===== config.mk =====
export PLATFORM = sky130hd
export DESIGN_NAME = seq_trunc_mult
export DESIGN_NICKNAME = d
export VERILOG_FILES = /design/src/rtl/seq_trunc_mult.sv
export SDC_FILE = /design/constraint.sdc
export NUM_CORES = 1
export LEC_CHECK = 0
export BUFFER_PORTS_ARGS = -buffer_cell sky130_fd_sc_hd__buf_2
export CAP_MARGIN = 20
export CORE_UTILIZATION = 50
export CTS_CLUSTER_SIZE = 16
export DETAILED_ROUTE_END_ITERATION = 7
export PLACE_DENSITY = 0.71
export SETUP_SLACK_MARGIN = 0.3
export SYNTH_ARGS = -nofsm -noshare
export SYNTH_HDL_FRONTEND = slang
export SYNTH_SLANG_ARGS = --single-unit

===== constraint.sdc =====
create_clock -name clk -period 5.6 [get_ports clk]
set_input_delay 0.28 -clock clk [delete_from_list [all_inputs] [get_ports clk]]
set_output_delay 0.28 -clock clk [all_outputs]
set_load 0.02 [all_outputs]

===== src/rtl/seq_trunc_mult.sv =====
// Iterative radix-2 shift-add unsigned multiplier returning the top
// RESULT_BIT_WIDTH bits of the product, with truncate or round-half-up
// (saturating) modes and an inexact flag, behind valid/ready handshakes.
module seq_trunc_mult #(
  parameter int BIT_WIDTH        = 6,
  parameter int RESULT_BIT_WIDTH = 8
) (
  input  logic                       clk,
  input  logic                       reset,
  input  logic                       in_valid,
  output logic                       in_ready,
  input  logic [BIT_WIDTH-1:0]       op_x,
  input  logic [BIT_WIDTH-1:0]       op_y,
  input  logic                       round_mode,
  output logic                       out_valid,
  input  logic                       out_ready,
  output logic [RESULT_BIT_WIDTH-1:0] result,
  output logic                       inexact,
  output logic [2*BIT_WIDTH-1:0]     product_full
);

  localparam int W  = BIT_WIDTH;
  localparam int RW = RESULT_BIT_WIDTH;
  localparam int S  = 2 * W - RW;
  localparam int CW = $clog2(W);

  localparam logic [1:0] IDLE  = 2'd0;
  localparam logic [1:0] MUL   = 2'd1;
  localparam logic [1:0] ROUND = 2'd2;
  localparam logic [1:0] DONE  = 2'd3;

  logic [1:0]     state;
  logic [2*W-1:0] mcand;
  logic [W-1:0]   mplier;
  logic           mode;
  logic [2*W-1:0] acc;
  logic [CW-1:0]  cnt;

  logic [RW-1:0]  round_res;
  logic           round_inx;

  assign in_ready  = (state == IDLE);
  assign out_valid = (state == DONE);

  generate
    if (S > 0) begin : g_round
      // Adding 2^(S-1) to P carries into bit S exactly when P[S-1] is set,
      // so the rounded top field is P[2W-1:S] + P[S-1]; its carry-out is T[2W].
      logic [RW:0] t_hi;
      assign t_hi      = {1'b0, acc[2*W-1:S]} + (RW+1)'(acc[S-1]);
      assign round_inx = |acc[S-1:0];
      assign round_res = !mode ? acc[2*W-1:S] : (t_hi[RW] ? '1 : t_hi[RW-1:0]);
    end else begin : g_exact
      assign round_inx = 1'b0;
      assign round_res = acc;
    end
  endgenerate

  // Control FSM, shift-add datapath and registered result outputs.
  always_ff @(posedge clk or negedge reset) begin
    if (!reset) begin
      state        <= IDLE;
      mcand        <= '0;
      mplier       <= '0;
      mode         <= 1'b0;
      acc          <= '0;
      cnt          <= '0;
      result       <= '0;
      inexact      <= 1'b0;
      product_full <= '0;
    end else begin
      case (state)
        IDLE: begin
          if (in_valid) begin
            mcand  <= {{W{1'b0}}, op_x};
            mplier <= op_y;
            mode   <= round_mode;
            acc    <= '0;
            cnt    <= '0;
            state  <= MUL;
          end
        end
        MUL: begin
          // Multiplicand pre-shifted by i and multiplier shifted right,
          // so iteration i adds op_x<<i when op_y[i] is set.
          if (mplier[0]) acc <= acc + mcand;
          mcand  <= mcand << 1;
          mplier <= mplier >> 1;
          cnt    <= cnt + 1'b1;
          if (cnt == CW'(W - 1)) state <= ROUND;
        end
        ROUND: begin
          result       <= round_res;
          inexact      <= round_inx;
          product_full <= acc;
          state        <= DONE;
        end
        DONE: begin
          if (out_ready) state <= IDLE;
        end
        default: state <= IDLE;
      endcase
    end
  end

endmodule


==> results of run 1 <==
[cell type report]
type / instances / area share
clock buffer: 12 / 0.04496
clock inverter: 3 / 0.01160
inverter: 9 / 0.009790
multi-input combinational: 215 / 0.4355
sequential: 57 / 0.4133
tap: 72 / 0.02611
timing repair buffer: 40 / 0.05874
[cells in the final DEF (no fill, tap or decap), types with 3 or more instances in the layout]
cell type / n
sky130_fd_sc_hd__inv_1: 9
sky130_fd_sc_hd__nor2b_1: 5
sky130_fd_sc_hd__o21a_1: 3
sky130_fd_sc_hd__and3_1: 3
sky130_fd_sc_hd__mux2i_1: 10
sky130_fd_sc_hd__nand3_1: 4
sky130_fd_sc_hd__a21oi_1: 15
sky130_fd_sc_hd__nor2_1: 15
sky130_fd_sc_hd__a22o_1: 8
sky130_fd_sc_hd__ha_1: 19
sky130_fd_sc_hd__nand2_1: 39
sky130_fd_sc_hd__buf_2: 39
sky130_fd_sc_hd__o21ai_0: 29
sky130_fd_sc_hd__o31ai_1: 5
sky130_fd_sc_hd__clkbuf_8: 11
sky130_fd_sc_hd__dfrtp_1: 57
sky130_fd_sc_hd__a21o_1: 3
sky130_fd_sc_hd__a31oi_1: 3
sky130_fd_sc_hd__xor2_1: 6
sky130_fd_sc_hd__nor3_1: 3
sky130_fd_sc_hd__mux2_2: 18
[logic make-up after synthesis]
group,Yosys count,synth area share
AND/OR/NAND/NOR,80,0.1210
buffers and inverters,19,0.02421
AO/OA/AOI/OAI,80,0.1715
XOR/XNOR,7,0.02045
flip-flops,57,0.4758
adder cells (fa/ha/maj),20,0.08598
multiplexers,28,0.1010
[metrics by stage]
stage	total power (W)	cells	cell area [um^2]	setup WS, ns
finish	0.001845	408	3451	2.895
floorplan	0.001278	291	2998	3.452
global placement	0.001454	393	3256	2.893
CTS	0.001861	408	3451	2.866
detailed placement	0.001474	393	3256	2.885
global route	0.001998	408	3451	2.633
[sequential cells by signal, indices dropped and copies added (netlist names)]
signal and flops:
acc 12, cnt 3, inexact 1, mcand 12, mode 1, mplier 6, product_full 12, result 8
state 2
[how the worst min path moves through the flow]
| stage | from | to | slack [ns] | cells after the start |
|---|---|---|---|---|
| global route | reset | mode$_DFFE_PN0P_ | 0.17 | 2 |
| finish | reset | mode$_DFFE_PN0P_ | 0.09 | 2 |
| detailed placement | reset | mode$_DFFE_PN0P_ | 0.46 | 2 |
| global placement | reset | mode$_DFFE_PN0P_ | 0.46 | 2 |
| CTS | reset | result[2]$_DFFE_PN0P_ | 0.12 | 2 |
| floorplan | reset | acc[0]$_DFFE_PN0P_ | -0.02 | 0 |
[routing by layer]
layer,share of wire,wire length (um),GRT usage
met1,0.50,2809,0.2694
met2,0.44,2518,0.3299
met3,0.044,251,0.04457
met4,0.014,80,0.07636
met5,0,0,0
[power breakdown]
| part | total [W] | leakage (nW) | internal (W) | switching (W) |
|---|---|---|---|---|
| Clock | 0.000380 | 0.102 | 0.000226 | 0.000154 |
| Combinational | 0.000778 | 0.857 | 0.000311 | 0.000467 |
| Sequential | 0.000687 | 0.757 | 0.000557 | 0.000130 |
==> results.md, run 1 <==
- The post-synthesis sequential element count is 57.
- Wires add up to 5659 um.
- For this run, the detailed router's first-pass iteration total came to 4.
- The overall die area is 0.006309 mm^2.
- The number of fill cells in the layout is 468.
- For this design the ratio of total power to cell area is between 500 and 600 mW/mm^2.
- The total routing usage reported by global routing is 0.2047.
- Each instance of the synthesized netlist takes up on average 10.30 um^2.
- For the worst-skew pair, the clock arrives at the later sink with an insertion delay of 0.33 ns.
- The number of remaining DRC errors is 0.
- After detailed routing, the number of vias per cell comes to 5.529.
- The startpoint class of the critical path is a flop.
- The count of distinct cell types in the synthesized netlist is 43.
- The startpoint identified for the worst register-to-register timing path is state[1]$_DFFE_PN0P_.
- The final hold slack is approximately 0.091 ns.
- After synthesis, the share of flip-flops with an asynchronous set or reset is 1.000.
- The number of buffers inserted by post-CTS setup repair is 0.
- The layout overhead on the synthesized area is 15.11%.
- The proportion of netlist area held by the largest area contributor is 0.4758.
- The violation count after the first detailed-route iteration is 132.
- The final number of max-transition violations came to 0.
- The net count of the finished layout is 369.
- The critical path arrival is 2.91 ns.
- The critical path crosses 5 cells after its start point.
- Traced cell by cell, the critical path runs through inv_1 > ha_1 > o21ai_2 > a21o_1 > a221o_1.
- The quantity of hold-fixing buffers added after cts is 0.
- The final setup TNS is 0 ns.
- The end of the worst register-to-register path is acc[11]$_DFFE_PN0P_.
- The worst-case register-to-register setup slack is 2.90 ns.
- The vias after detailed routing is 2256.
- The number of I/O port buffers is 39.
- The highest ir drop seen on vdd is 335.8 uV.
- 0 antenna diodes ended up in the layout.
- The number of instances in the synthesized netlist is 291.
- The number of ports placed on the die boundary is 40.
- The total buffers and inverters traversed by the critical path is 1.
- The floorplan has 27 rows.
- The flip-flop cell with the highest count after synthesis is sky130_fd_sc_hd__dfrtp_1.
- Routability-driven placement finished with a final weighted congestion of just over 0.8.
- The average routed wire per standard cell is 13.87 um.
- STA classifies the critical path endpoint as a flop.
- By area the synthesized netlist is led by sky130_fd_sc_hd__dfrtp_1 (48%), sky130_fd_sc_hd__ha_1 (7.9%), sky130_fd_sc_hd__mux2_2 (6.8%).
- In the final layout, the share of cells above drive strength 1 is 0.2321.
- The die outline width is roughly 79 um.
- The worst-path cell with the longest stage delay is sky130_fd_sc_hd__ha_1.
- The dominant delay contributor by cell family on the critical path is compound AO/OA/AOI/OAI gates.
- In this run the remaining antenna-violating nets after routing total 0.
- The number of nets in the synthesized netlist is 328.
- The cell depth of the worst flop-to-flop path is 5.
- After clock tree synthesis, the clock-pin slew on the worst setup and hold paths is 0.06 ns.
- The clock drives 57 sinks.
- Along the worst path, the maximum fanout reaches 30.
- The synthesized design contains 0 enable-type register cells.
- The storage element area is 0.001426 mm^2.
- The number of global-route vias before repair is approximately 2200.
- For this design the static power due to leakage is ~1.7 nW.
- The startpoint-to-endpoint class of the critical path is reg2reg.
- The critical path endpoint is acc[11]$_DFFE_PN0P_.
- Setup repair after global routing left no endpoint under its margin.
- The routed design could run at a clock period as short as 2.705 ns.
- The count of maximum capacitance violations is 0.
- The min-delay analysis places its worst path in the category in2async.
- Based on the critical path, the design can be clocked at up to ~0.37 GHz.
- At the worst endpoint, the required time is approximately 5.8 ns.
- The flow ran to the end, and the final reports show no timing, DRC or antenna violations.
- The floorplan step set the die height to 79.43 um.
- The setup-violating endpoint count in the final report is 0.
- For the pin with the worst max-slew slack, the measured transition is 1.027 ns.
- The part of the cycle the worst path needs is 0.4830.
- For this run, the number of Yosys warnings is 0.
- Measured on the finished design, the core utilization comes to 0.6117.
- Entering global routing, the biggest net connects 58 pins.
- The worst slew margin relative to its limit is 0.3150.
- The cell with the most instances after synthesis is sky130_fd_sc_hd__dfrtp_1.
- The effective utilization at floorplan is 0.5314.
- The root buffer selected by CTS is sky130_fd_sc_hd__clkbuf_8.
- Ranked by instance count, the synthesized netlist is headed by sky130_fd_sc_hd__dfrtp_1 (57), sky130_fd_sc_hd__nand2_1 (39), sky130_fd_sc_hd__o21ai_0 (30).
- The total clock buffers created by CTS is 9.
- The initial antenna violation count is 0.
- On the worst path, the slowest cell contributes a delay of 0.76 ns.
- The clock arrives with 0.006818 ns of skew.
- The buffer depth of the longest clock path is 2.
- The wire length of the first global-routing pass is 9873 um.
- Global routing finished with a remaining overflow of 0.
- In this run, post-CTS repair resized a total of 0 instances.
- Summed over all instances, the cell type with the most area after synthesis is sky130_fd_sc_hd__dfrtp_1.
- The post-synthesis cell area is roughly 0.0030 mm^2.
- Detailed placement finished with a half-perimeter wire length of 4045 um.
- Summing all multi-input logic gate instances after layout gives 0.001503 mm^2.
- The region available for standard cell placement spans 0.005642 mm^2.
- The final hold violation count is 0.
- TritonCTS built the clock tree.
- The H-tree was split into 3 levels.
- The share of the yosys chip area belonging to registers is 0.4758.
- The startpoint of the worst setup timing path is state[1]$_DFFE_PN0P_.
(Power assumes the default switching activity.)
==> inputs of run 2 (changes only) <==
ABC_AREA = 1   (was not set)
PLACE_DENSITY = 0.7   (was 0.71)
clock period = 2.7 ns   (was 5.6 ns; I/O delays follow)
==> results.md, run 2 <==
- Counting instances in the post-synthesis netlist gives the leading cell types as sky130_fd_sc_hd__nand2_1 (106), sky130_fd_sc_hd__dfrtp_1 (57), sky130_fd_sc_hd__inv_1 (50).
- For this run, the detailed router's first-pass iteration total came to 4.
- The tool flagged a number of max-cap violations equal to 0.
- The initial antenna violation count is 0.
- For this run, asynchronously set or reset flops after synthesis account for 1.000.
- The violation count after the first detailed-route iteration is 121.
- Detailed placement finished with a half-perimeter wire length of 5187 um.
- The power density relative to cell area is 1215 mW/mm^2.
- The total power consumption of the routed design is 0.004375 W.
- The number of antenna cells inserted is 0.
- TritonCTS built the clock tree.
- The largest registers in the layout are acc (12), mcand (12), product_full (12).
- The leakage dissipation is approximately 1.9 nW.
- The number of remaining DRC errors is 0.
- The first global-routing pass estimated approximately 12000 um of wire.
- The final number of max-transition violations was 0.
- The remaining antenna violation count after routing is 0.
- Among all cell types in the netlist, the one instantiated most often is sky130_fd_sc_hd__nand2_1.
- The overall die height is 80.95 um.
- The path class of the tightest hold or removal check is in2reg.
- Data on the critical path is required at its endpoint by 2.91 ns.
- sky130_fd_sc_hd__dfrtp_1 takes more of the synthesized area than any other cell.
- The startpoint-to-endpoint class of the critical path is reg2reg.
- The synthesized netlist occupies a cell area of 0.003117 mm^2.
- The routed layout has roughly 2700 vias.
- Among all stages on the critical path, the largest delay is contributed by sky130_fd_sc_hd__fa_1.
- STA classifies the critical path startpoint as a flop.
- The total buffers and inverters traversed by the critical path is 2.
- The final net count is 477.
- The total nets after synthesis is 431.
- The number of gates resized after CTS is 0.
- The average routed wire per standard cell is 13.14 um.
- The number of I/O port buffers is 39.
- The clock net in this run drives a total of 57 sinks.
- Synthesis inferred 57 register bits.
- The startpoint of the worst setup timing path is mcand[0]$_DFFE_PN0P_.
- Setup repair after global routing left no endpoint under its margin.
- Of all nets on the critical path, the largest fanout is 4.
- In this run the horizontal extent of the chip is between 80 and 90 um.
- The number of cell rows is 28.
- The worst-case register-to-register setup slack is 0.82 ns.
- By area the synthesized netlist is led by sky130_fd_sc_hd__dfrtp_1 (46%), sky130_fd_sc_hd__nand2_1 (13%), sky130_fd_sc_hd__ha_1 (7.6%).
- In this run the count of I/O pins placed on the die edge is 40.
- The final hold violation count is 0.
- The buffer depth of the longest clock path is 2.
- The final hold slack is ~0.02 ns.
- The average cell area after synthesis is 7.911 um^2.
- The overall die area is 0.006553 mm^2.
- Leaving out fill and tap cells, the most frequent cell in the layout is sky130_fd_sc_hd__nand2_1.
- The synthesized design contains 0 enable-type register cells.
- Across every metal layer, demand over resource in global routing totals 0.2407.
- The number of fill cells in the layout is approximately 560.
- The deepest level of the CTS H-tree is 3.
- The effective utilization at floorplan is 0.5233.
- The source-to-sink clock delay at the later pin of the worst-skew pair is roughly 0.34 ns.
- Counting the buffers created by CTS gives 9.
- For the pin with the worst max-slew slack, the measured transition is 0.6583 ns.
- Broken down by cell family, the worst path's largest delay share belongs to adder cells.
- The weighted congestion reported at the end of routability-driven placement is 0.8811.
- Summed over all layers, the global routing overflow is 0.
- The final setup TNS is 0 ns.
- Headroom to the max-slew limit came out at 0.5607.
- The startpoint identified for the worst register-to-register timing path is mcand[0]$_DFFE_PN0P_.
- For the worst setup path, the data arrival time is 2.09 ns.
- Derived from the worst setup path, the maximum achievable clock frequency is 0.5321 GHz.
- The flow ran to the end, and the final reports show no timing, DRC or antenna violations.
- The worst clock skew is 0.009370 ns.
- The number of global-route vias before repair was 2593.
- The non-filler instance count after layout is just over 500.
- Summed over all layers, the routed wires come to 6820 um.
- The core region is 0.005956 mm^2.
- The cell sitting at the root of the clock tree is a sky130_fd_sc_hd__clkbuf_8.
- The layout overhead on the synthesized area is 15.50%.
- Among all flip-flop cells after synthesis, the most frequent one is sky130_fd_sc_hd__dfrtp_1.
- The clock edge transition at the registers on the reported setup and hold paths is approximately 0.06 ns.
- In the layout the commonest cells are sky130_fd_sc_hd__nand2_1 (106), sky130_fd_sc_hd__dfrtp_1 (57), sky130_fd_sc_hd__inv_1 (50).
- The highest ir drop seen on vdd is 805.1 uV.
- The total of warnings raised by yosys is 0.
- Counting tap cells, the placed design contains a total of 503 instances.
- The count of distinct cell types in the synthesized netlist is 31.
- The part of the cycle the worst path needs is 0.6960.
- Setup violations remaining at the end of the flow were counted as 0.
- The clock period minus final worst setup slack is ~1.9 ns.
- Entering global routing, the biggest net connects 30 pins.
- STA classifies the critical path endpoint as a flop.
- The number of vias per cell after detailed routing is 5.262.
- For this run, the register share of the synthesized area comes to 0.4576.
- The startpoint identified for the worst hold timing path is op_x[0].
- Traced cell by cell, the critical path runs through ha_1 > fa_1 > inv_1 > nor2_1 > nor2_1 > inv_1 > or2_2 > nand3_1 > o21ai_0.
- The share of final-layout standard cells stronger than drive strength 1 is 0.1509.
- The proportion of netlist area held by the largest area contributor is 0.4576.
- The number of instances in the synthesized netlist is 394.
- The peak per-stage delay on the critical path is 0.42 ns.
==> run 2: final cells by class <==
type / count / area [um^2] / area share
Multi-Input combinational cell: 274 / 1443 / 0.4008
Sequential cell: 57 / 1426 / 0.3962
Timing Repair Buffer: 45 / 242.7 / 0.06743
Inverter: 53 / 198.9 / 0.05527
Clock buffer: 12 / 155.1 / 0.04310
Tap cell: 75 / 93.84 / 0.02607
Clock inverter: 3 / 40.04 / 0.01112
==> run 2: timing repair <==
item	4_1_cts	5_1_grt
setup buffers	0	0
hold endpoints to repair	57	0
hold buffers	1	0
==> run 2: worst paths after layout <==
check / endpoint / cells past startpoint
worst max-delay path: acc[4]$_DFFE_PN0P_ / 9
worst min-delay path: mcand[0]$_DFFE_PN0P_ / 3
worst max register to register: acc[4]$_DFFE_PN0P_ / 9
worst min register to register: product_full[8]$_DFFE_PN0P_ / 2
max in group asynchronous: acc[8]$_DFFE_PN0P_ / 3
min in group asynchronous: product_full[0]$_DFFE_PN0P_ / 2
==> run 2: per-layer routing <==
metal  part of all wire  GRT usage
met1               0.46     0.3047
met2               0.47     0.3924
met3              0.045    0.04157
met4              0.021     0.1268
met5                  0          0
==> run 2: cells by family after synthesis <==
group	after synthesis	share of synthesized area
buffers and inverters	63	0.07948
AOI/OAI and AO/OA	75	0.1417
muxes	1	0.003613
xor gates and xnor gates	2	0.005621
DFF	57	0.4576
adders and majority gates	20	0.08270
and+or+nand+nor	176	0.2292
==> run 2: worst reg2reg max path: cells and delay by family (launching register included) <==
family	cells	cell delay [ns]
adders and majority gates	2	0.66
and+or+nand+nor	4	0.49
DFF	1	0.38
buffers and inverters	2	0.14
AOI/OAI and AO/OA	1	0.08
==> run 2: stage by stage <==
stage	utilization	area [um^2]	worst slack (ns)
2_1_floorplan	-	3117	0.9348
3_3_place_gp	0.5700	3395	0.8784
3_5_place_dp	0.5700	3395	0.8244
4_1_cts	0.6044	3600	0.8139
5_1_grt	0.6044	3600	0.6730
6_report	0.6044	3600	0.8208
==> run 2: where the power goes <==
part	internal, W	switching, W
Sequential	0.00123	0.000273
Combinational	0.000723	0.00135
Clock	0.000468	0.000326
Total	0.00243	0.00195
==> inputs of run 3 (changes only) <==
ABC_AREA = 0   (was 1)
PLACE_DENSITY = 0.71   (was 0.7)
clock period = 1.8 ns   (was 2.7 ns; I/O delays follow)
==> results.md, run 3 (synthesized netlist as in run 1, its figures left out) <==
- The flow ran to the end, but the final reports show violations.
- The final reports fail on setup timing.
- The first global-routing pass estimated 14100 um of wire.
- The tool flagged a number of max-cap violations equal to 0.
- The type of element capturing the critical path is a flop.
- The critical path in this run is classified as reg2reg.
- The total core area is 0.005642 mm^2.
- Data arrives at the worst endpoint at 2.50 ns.
- The top fanout value on the critical path is 3.
- The setup-violating endpoint count in the final report is 9.
- After detailed routing, the number of remaining DRC violations is 0.
- Setup slack on the critical path of the routed design comes to -0.4654 ns.
- The total overflow reported by the global router is 0.
- The routed length on met1 is 4167 um.
- The remaining antenna violation count after routing is 0.
- The number of global-route vias before repair is 2863.
- In the routed layout, each cell is associated on average with a via count of 6.020.
- The die covers 0.006309 mm^2.
- The congestion estimate from routability-driven global placement came to 0.8574.
- The startpoint class of the critical path is a flop.
- The finished layout holds ~500 standard cells, fillers aside.
- The library cell used most frequently in the layout, excluding fill and tap cells, is sky130_fd_sc_hd__buf_4.
- The TritonCTS clock tree is yes.
- The initial utilization of the core area, before any placement, comes to 0.5314.
- The final setup TNS is -1.594 ns.
- The worst-case IR drop observed on VDD is 1372 uV.
- The slew at the pin closest to its max-slew limit is 0.5714 ns.
- The source-to-sink clock delay at the later pin of the worst-skew pair is 0.35 ns.
- The worst hold path passes through 3 cells.
- After clock tree synthesis, the clock-pin slew on the worst setup and hold paths is about 0.070 ns.
- The number of iterations in the first detailed-routing pass is 4.
- The worst slew margin relative to its limit is 0.6190.
- In this run the power density over the cells is between 1500 and 2000 mW/mm^2.
- The floorplan step set the die height to 79.43 um.
- After detailed placement, the design holds a cell count of 449.
- No sink is reached through more buffers than the 2 on the longest clock path.
- The part of the cycle the worst path needs is 1.259.
- In the final routed layout, each cell accounts on average for approximately 22 um.
- The number of clock sinks is 57.
- Based on the critical path, the design can be clocked at up to 0.4414 GHz.
- In the final layout, the registers with the most flip-flops are acc (12), mcand (12), product_full (12).
- The final number of max-transition violations came to 0.
- The detailed route wirelength on metal3 is approximately 600 um.
- The die outline width is 79.43 um.
- The final net count is 461.
- The length of routed met2 wiring is 5551 um.
- Relative to the synthesized area, the layout overhead comes to 64.23%.
- The tightest min-delay check is of the in2reg type.
- Detailed routing inserted a total of between 3000 and 4000 vias.
- The number of cell rows is 27.
- The share of final-layout standard cells stronger than drive strength 1 is 0.5991.
- The wire length reported by the detailed router is 10960 um.
- The deepest level of the CTS H-tree is 3.
- Detailed placement ended at an HPWL of 5205 um.
- The number of antenna diodes in the final layout is 0.
- STA puts the critical path data required time at 2.04 ns.
- In the layout the commonest cells are sky130_fd_sc_hd__buf_4 (63), sky130_fd_sc_hd__dfrtp_1 (56), sky130_fd_sc_hd__buf_2 (38).
- The detailed router finished its first iteration with 249 violations.
- The total routing usage reported by global routing is 0.3040.
- The clock arrives with between 0.008 and 0.009 ns of skew.
- In this run the top signal layer used is met4.
- CTS placed an instance of sky130_fd_sc_hd__clkbuf_8 at the clock tree root.
- Counting the buffers created by CTS gives 9.
- The number of ports placed on the die boundary is 40.
- The final hold violation count came to 0.
- The leakage dissipation is 2.362 nW.
- The number of I/O port buffers is 39.
- For the finished layout, the period the worst path requires is 2.265 ns.
- The number of cells on the worst reg-to-reg path is 8.
- The pin count of the biggest net entering global routing is 27.
- Setup repair after global routing could not meet its margin everywhere.
- The initial antenna violation count is 0.
run 3: changes by cell type in the layout (fill, tap and decap cells not counted), sizes merged, moves of 6 or more:
| cell | previous run | this run |
|---|---|---|
| a22o | 1 | 8 |
| nor2 | 41 | 15 |
| mux2 | 1 | 18 |
| inv | 53 | 9 |
| o21ai | 37 | 31 |
| buf | 44 | 129 |
| nand3 | 18 | 4 |
| mux2i | 0 | 10 |
| xor2 | 0 | 6 |
| nand2 | 106 | 39 |
| o22ai | 8 | 0 |
run 3: routing by layer:
layer | vias up | track usage
li1 | 1308 | -
met1 | 1483 | 0.3660
met2 | 153 | 0.5043
met3 | 72 | 0.07771
met4 | 0 | 0.1473
met5 | - | 0
run 3: critical path: stages (launching register included):
cell	delay, ns
sky130_fd_sc_hd__dfrtp_1	0.45
sky130_fd_sc_hd__ha_4	0.28
sky130_fd_sc_hd__a21oi_4	0.17
sky130_fd_sc_hd__o211a_1	0.26
sky130_fd_sc_hd__nor3_2	0.08
sky130_fd_sc_hd__buf_4	0.14
sky130_fd_sc_hd__o31ai_1	0.37
sky130_fd_sc_hd__a21oi_1	0.13
sky130_fd_sc_hd__a221o_1	0.28
run 3: where the power goes:
part | leakage, nW | switching [W] | internal, W
logic | 1.49 | 0.00300 | 0.00284
clock network | 0.113 | 0.000570 | 0.000766
registers | 0.755 | 0.000378 | 0.00173
total | 2.36 | 0.00395 | 0.00534
run 3: repair_timing:
item | in CTS | in global routing
resized for setup | 60 | 92
hold buffers | 2 | 0
cloned | 2 | 1
endpoints found under the setup margin | 41 | 51
endpoints found under the hold margin | 21 | 0
setup buffers | 16 | 15
pin swaps | 18 | 45
run 3: path summary, 6_finish.rpt:
| check | startpoint | to | slack (ns) |
|---|---|---|---|
| setup / recovery | acc[3]$_DFFE_PN0P_ | acc[11]$_DFFE_PN0P_ | -0.47 |
| hold / removal | op_x[5] | mcand[5]$_DFFE_PN0P_ | 0.01 |
| setup reg to reg | acc[3]$_DFFE_PN0P_ | acc[11]$_DFFE_PN0P_ | -0.47 |
| hold reg to reg | mplier[1]$_DFFE_PN0P_ | mplier[1]$_DFFE_PN0P_ | 0.48 |
| max in group asynchronous | reset | acc[6]$_DFFE_PN0P_ | 0.95 |
| min in group asynchronous | reset | state[0]$_DFFE_PN0P_ | 0.26 |
run 3: through the flow:
| step | hold slack [ns] | cell area (um^2) | setup WS [ns] | utilization | total power [W] |
|---|---|---|---|---|---|
| floorplan | -0.2056 | 3146 | -0.2591 | - | 0.004230 |
| CTS | 0.02860 | 4483 | -0.2837 | 0.7946 | 0.007839 |
| global route | 0.03317 | 4923 | -0.5101 | 0.8727 | 0.009655 |
| detailed placement | 0.1154 | 3825 | -0.2962 | 0.6780 | 0.005539 |
| global placement | 0.1076 | 3825 | -0.2755 | 0.6780 | 0.005390 |
| finish | 0.01200 | 4923 | -0.4654 | 0.8727 | 0.009290 |
run 3: cell type report:
type | count | area (um^2)
Clock inverter | 7 | 85.08
Fill cell | 234 | 718.2
Timing Repair Buffer | 132 | 1082
Multi-Input combinational cell | 215 | 2081
Sequential cell | 57 | 1428
Inverter | 9 | 33.78
Clock buffer | 9 | 123.9
Tap cell | 72 | 90.09
